`config.mk`:
```
export PLATFORM = sky130hd
export DESIGN_NAME = data_memory_responder_flat
export DESIGN_NICKNAME = d
export VERILOG_FILES = /design/src/rtl/data_memory_responder_if.sv /design/src/rtl/data_memory_responder.sv /design/src/flat_wrapper.sv
export SDC_FILE = /design/constraint.sdc
export NUM_CORES = 2
export LEC_CHECK = 0
export ABC_CLOCK_PERIOD_IN_PS = 4320
export CAP_MARGIN = 10
export CORE_UTILIZATION = 40
export DETAILED_ROUTE_END_ITERATION = 6
export PLACE_DENSITY_LB_ADDON = 0.12
export SYNTH_ARGS = -nofsm -noshare
export SYNTH_HDL_FRONTEND = slang
export SYNTH_SLANG_ARGS = --single-unit
export TNS_END_PERCENT = 10
```
`constraint.sdc`:
```
create_clock -name clk -period 4.32 [get_ports clk]
set_clock_uncertainty 0.1 [all_clocks]
set_input_delay 0.432 -clock clk [delete_from_list [all_inputs] [get_ports clk]]
set_output_delay 0.432 -clock clk [all_outputs]
set_load 0.005 [all_outputs]
```
`src/rtl/data_memory_responder_if.sv`:
```
// Request/response bus between an initiator and the data memory responder.
// Master drives req/we/a/wd; slave drives busy/ack/rd/err.
interface data_memory_responder_if;
  logic        req;
  logic        we;
  logic [31:0] a;
  logic [31:0] wd;
  logic        busy;
  logic        ack;
  logic [31:0] rd;
  logic        err;

  modport master (
    output req, we, a, wd,
    input  busy, ack, rd, err
  );

  modport slave (
    input  req, we, a, wd,
    output busy, ack, rd, err
  );
endinterface

```
`src/rtl/data_memory_responder.sv`:
```
// Fixed-latency word memory: accepts one access in IDLE, responds after
// LATENCY edges with a one-cycle ack. Ports: clk, rst_n (sync, active-low),
// bus (slave side: req/we/a/wd in, busy/ack/rd/err out).
module data_memory_responder #(
  parameter int LATENCY = 2,
  parameter int DEPTH   = 64
) (
  input logic                    clk,
  input logic                    rst_n,
  data_memory_responder_if.slave bus
);

  localparam int AW = $clog2(DEPTH);

  localparam logic [1:0] IDLE = 2'd0;
  localparam logic [1:0] WAIT = 2'd1;
  localparam logic [1:0] RESP = 2'd2;

  logic [1:0]    state_q, state_d;
  logic [3:0]    cnt_q, cnt_d;
  logic          we_q, we_d;
  logic [AW+1:0] a_q, a_d;
  logic [31:0]   wd_q, wd_d;

  logic [31:0] mem_q [DEPTH] = '{default: '0};

  logic          aligned;
  logic [AW-1:0] idx;
  logic          mem_wr;
  logic          unused_a_hi;

  // Address bits above the word index only alias, so they are never stored.
  assign unused_a_hi = ^bus.a[31:AW+2];

  assign aligned = (a_q[1:0] == 2'b00);
  assign idx     = a_q[AW+1:2];

  // Write lands on the same edge that moves WAIT -> RESP.
  assign mem_wr = rst_n && (state_q == WAIT) && (cnt_q == 4'd0)
                  && we_q && aligned;

  always_comb begin
    state_d = state_q;
    cnt_d   = cnt_q;
    we_d    = we_q;
    a_d     = a_q;
    wd_d    = wd_q;
    unique case (state_q)
      IDLE: begin
        if (bus.req) begin
          state_d = WAIT;
          cnt_d   = 4'(LATENCY - 1);
          we_d    = bus.we;
          a_d     = bus.a[AW+1:0];
          wd_d    = bus.wd;
        end
      end
      WAIT: begin
        if (cnt_q == 4'd0) state_d = RESP;
        else               cnt_d   = cnt_q - 4'd1;
      end
      RESP:    state_d = IDLE;
      default: state_d = IDLE;
    endcase
  end

  always_ff @(posedge clk) begin
    if (!rst_n) begin
      state_q <= IDLE;
      cnt_q   <= '0;
      we_q    <= 1'b0;
      a_q     <= '0;
      wd_q    <= '0;
    end else begin
      state_q <= state_d;
      cnt_q   <= cnt_d;
      we_q    <= we_d;
      a_q     <= a_d;
      wd_q    <= wd_d;
    end
  end

  // Memory is outside the reset domain; contents survive rst_n.
  always_ff @(posedge clk) begin
    if (mem_wr) mem_q[idx] <= wd_q;
  end

  assign bus.busy = (state_q != IDLE);
  assign bus.ack  = (state_q == RESP);
  assign bus.err  = bus.ack && !aligned;
  assign bus.rd   = (bus.ack && aligned && !we_q) ? mem_q[idx] : '0;

endmodule

```
`src/flat_wrapper.sv`:
```
// flat-port wrapper written by rule: the top's interface ports become plain ports
module data_memory_responder_flat 
#(
  parameter int LATENCY = 2,
  parameter int DEPTH   = 64
)
  (clk, rst_n, bus_req, bus_we, bus_a, bus_wd, bus_busy, bus_ack, bus_rd, bus_err);
  data_memory_responder_if bus_i ();
  input logic clk;
  input logic rst_n;
  input wire logic [$bits(bus_i.req)-1:0] bus_req;
  input wire logic [$bits(bus_i.we)-1:0] bus_we;
  input wire logic [$bits(bus_i.a)-1:0] bus_a;
  input wire logic [$bits(bus_i.wd)-1:0] bus_wd;
  output wire logic [$bits(bus_i.busy)-1:0] bus_busy;
  output wire logic [$bits(bus_i.ack)-1:0] bus_ack;
  output wire logic [$bits(bus_i.rd)-1:0] bus_rd;
  output wire logic [$bits(bus_i.err)-1:0] bus_err;
  assign bus_i.req = bus_req;
  assign bus_i.we = bus_we;
  assign bus_i.a = bus_a;
  assign bus_i.wd = bus_wd;
  assign bus_busy = bus_i.busy;
  assign bus_ack = bus_i.ack;
  assign bus_rd = bus_i.rd;
  assign bus_err = bus_i.err;
  data_memory_responder #(.LATENCY(LATENCY), .DEPTH(DEPTH)) u_core (.clk(clk), .rst_n(rst_n), .bus(bus_i));
endmodule
```
==> flow_summary_export.csv <==
group,metric,value,unit
status,outcome,"complete, but fails checks",
status,violations,"DRC, setup timing",
route,vias,40500,
yosys,synth_fp_nets,3712,
layout,fin_nets,4238,
floorplan,start_util,40.3,%
worst_setup_path,critPathArrivalTime,3850,ps
worst_setup_path,r2r_slack,900,ps
floorplan,io_pins,103,
worst_setup_path,reg2reg_depth,8,
sta,setup_viol_count_final,5,
hold_path,hold_depth,3,
pwr,powerDensity,456,mW/mm^2
place,postPlaceCellArea,0.0876,mm^2
clocking,worstSkewPairLatency,860,ps
yosys,syn_inst,3643,
worst_setup_path,endpoint_kind,"output pin",
pwr,peakVddDrop,0.000443,V
clocking,cts_tree,"done",
route,viasPerCell,5.77,
worst_setup_path,cp_max_fo,18,
yosys,ys_warn_count,0,
pwr,leakage,0.0316,uW
yosys,netlist_area,0.0806,mm^2
sta,relSlewSlack,14.6,%
global_routing,antenna_found_initial,6,
route,drtIter0Drc,4521,
sta,rsz0062_at_grt,"true",
global_routing,grt-ovfl-total,0,
yosys,synth_edf_count,2048,
layout,drive_gt1_share,33.7,%
sta,fin_crit_sh,101,%
place,gp_congestion,0.787,
floorplan,die_h,451,um
layout,final_cell_mix,"2048 x edfxtp_1, 517 x mux4_2, 303 x buf_4, 221 x clkbuf_16, 182 x nand2_1",
clocking,clockBufferDepth,3,
clocking,htree_levels,4,
layout,final_cell_area,0.0963,mm^2
route,routed_wl,241,mm
yosys,synthArstFlopShare,0,%
pwr,power,43900,uW
yosys,synth_area_leaders,"edfxtp_1 76%, mux4_2 14%, mux2i_1 1.7%, dfxtp_1 1.3%, nand2_1 0.87%",
route,dr.pass1.iters,7,
worst_setup_path,worstSetupStartpointType,"flip-flop",
hold_path,hold_class,"input port to flip-flop",
worst_setup_path,worstSetupPathType,"flip-flop to output pin",
floorplan,die_area,0.203,mm^2
sta,fmax,228,MHz
worst_setup_path,crit_required,3790,ps
clocking,clock-root-buffer,"clkbuf_16",
clocking,cts_sinks,2101,
floorplan,rows,164,
sta,period_minus_slack,4380,ps
sta,tightest_slew,1280,ps
global_routing,grt_pass1_vias,40800,
route,wl_per_cell,34.3,um
yosys,ys_dominant_reg_cell,"edfxtp_1",
job,maxCapViolCount,0,
route,antenna_left,0,
clocking,clk_pin_slew,60,ps
route,drcViolationCount,2,
global_routing,grt_usage,23.6,%
sta,final_hold_viol_count,0,
yosys,synth-seq-cells,2101,
sta,slew_violations,0,
global_routing,grt_max_degree,66,
floorplan,die_x,451,um
global_routing,grt_pass1_wl,332,mm
sta,fin_ws,-62.7,ps
yosys,synth.distinct_cells,58,
yosys,synth_top_area_share,76.3,%
layout,syn2layout_area_growth,19.4,%
yosys,avgSynthCellArea,22.1,um^2
place,hpwl,141,mm
clocking,cts-buffers-inserted,217,
floorplan,coreArea,0.200,mm^2
place,io_buffers,78,
yosys,synth-seq-area-share,77.6,%
yosys,yosysTopAreaCell,"edfxtp_1",
layout,n_fill_cell,16400,
layout,final_common_cell,"edfxtp_1",
## cell usage after synthesis, types with 38 or more instances
| master | n |
|---|---|
| buf_4 | 57 |
| dfxtp_1 | 53 |
| mux4_2 | 517 |
| nand2_1 | 186 |
| a21boi_0 | 43 |
| a21oi_1 | 38 |
| nor2_1 | 103 |
| edfxtp_1 | 2048 |
| a22oi_1 | 62 |
| mux2i_1 | 134 |
| buf_2 | 56 |
| clkbuf_1 | 64 |
## metal layers
| metal | global-route usage, % | part of all wire [%] | vias to the layer above |
|---|---|---|---|
| met5 | 0 | 0 | - |
| met4 | 5.95 | 2.5 | 0 |
| met3 | 3.05 | 5.5 | 309 |
| met2 | 38.1 | 48 | 1331 |
| met1 | 34.2 | 44 | 22400 |
| li1 | - | - | 16400 |
## state kept, by name, indices dropped and copies added (netlist names), named ones only
signal / flops
u_core.mem_q: 2048
u_core.a_q: 8
u_core.we_q: 1
u_core.cnt_q: 4
u_core.wd_q: 32
u_core.state_q: 2
## layout make-up
class / instances / area [um^2] / share of cell area [%]
Antenna cell: 1 / 2.50 / 0.00260
Clock buffer: 288 / 5900 / 6.13
Clock inverter: 118 / 1000 / 1.04
Inverter: 9 / 38.8 / 0.0403
Multi-Input combinational cell: 1332 / 17900 / 18.6
Sequential cell: 2101 / 62600 / 65.0
Tap cell: 2656 / 3320 / 3.45
Timing Repair Buffer: 508 / 5460 / 5.67
## power breakdown
group | switching, uW | total (uW) | internal [uW] | leakage (uW)
combinational | 1710 | 2950 | 1250 | 0.00779
sequential | 142 | 22600 | 22500 | 0.0204
clock | 7910 | 18300 | 10400 | 0.00339
total | 9760 | 43900 | 34100 | 0.0316
## metrics by stage
step                      std cells  setup WS, ps  utilization [%]  hold WS [ps]  TNS [ps]
after floorplan                3643          1020                -           368         0
after global placement         6523          -612             43.8           356      -612
after detailed placement       6524         -6.40             43.8           360     -6.40
after CTS                      6989          -181             47.9         0.379     -3290
after global routing           7013          -149             48.1          33.7     -1770
final                          7013         -62.7             48.1          64.0      -128
## worst max-delay path, cell delays in order (launching register included)
cell and delay (ps):
dfxtp_4 370, buf_12 140, inv_6 370, buf_4 410
mux2i_1 170, mux4_2 580, a211oi_2 280, buf_4 180
clkdlybuf4s50_1 490
## cells by family after synthesis
group	count (synthesis)	share of synthesized area (%)
adder cells (fa/ha/maj)	1	0.0155
AND/OR/NAND/NOR	385	2.08
flip-flops	2101	77.6
buffers and inverters	210	1.45
AO/OA/AOI/OAI	261	2.27
XOR/XNOR	2	0.0217
multiplexers	683	16.6
## what timing repair did
item | 4_1_cts | 5_1_grt
buffers inserted | 30 | 21
hold endpoints to repair | 19 | 0
endpoints found under the setup margin | 32 | 29
hold buffers | 19 | 0
gates cloned | 10 | 1
resized for setup | 97 | 71
pin swaps | 10 | 8
## path summary, 6_finish.rpt
check / start / endpoint
setup / recovery: flip-flop / bus_rd[11]
hold / removal: bus_wd[21] / u_core.wd_q[21]$_SDFFE_PN0N_
setup reg to reg: u_core.cnt_q[0]$_SDFFE_PN0P_ / u_core.mem_q[40][23]$_DFFE_PP_
hold reg to reg: u_core.wd_q[7]$_SDFFE_PN0N_ / u_core.wd_q[7]$_SDFFE_PN0N_
Power figures use the tool's default switching activity.
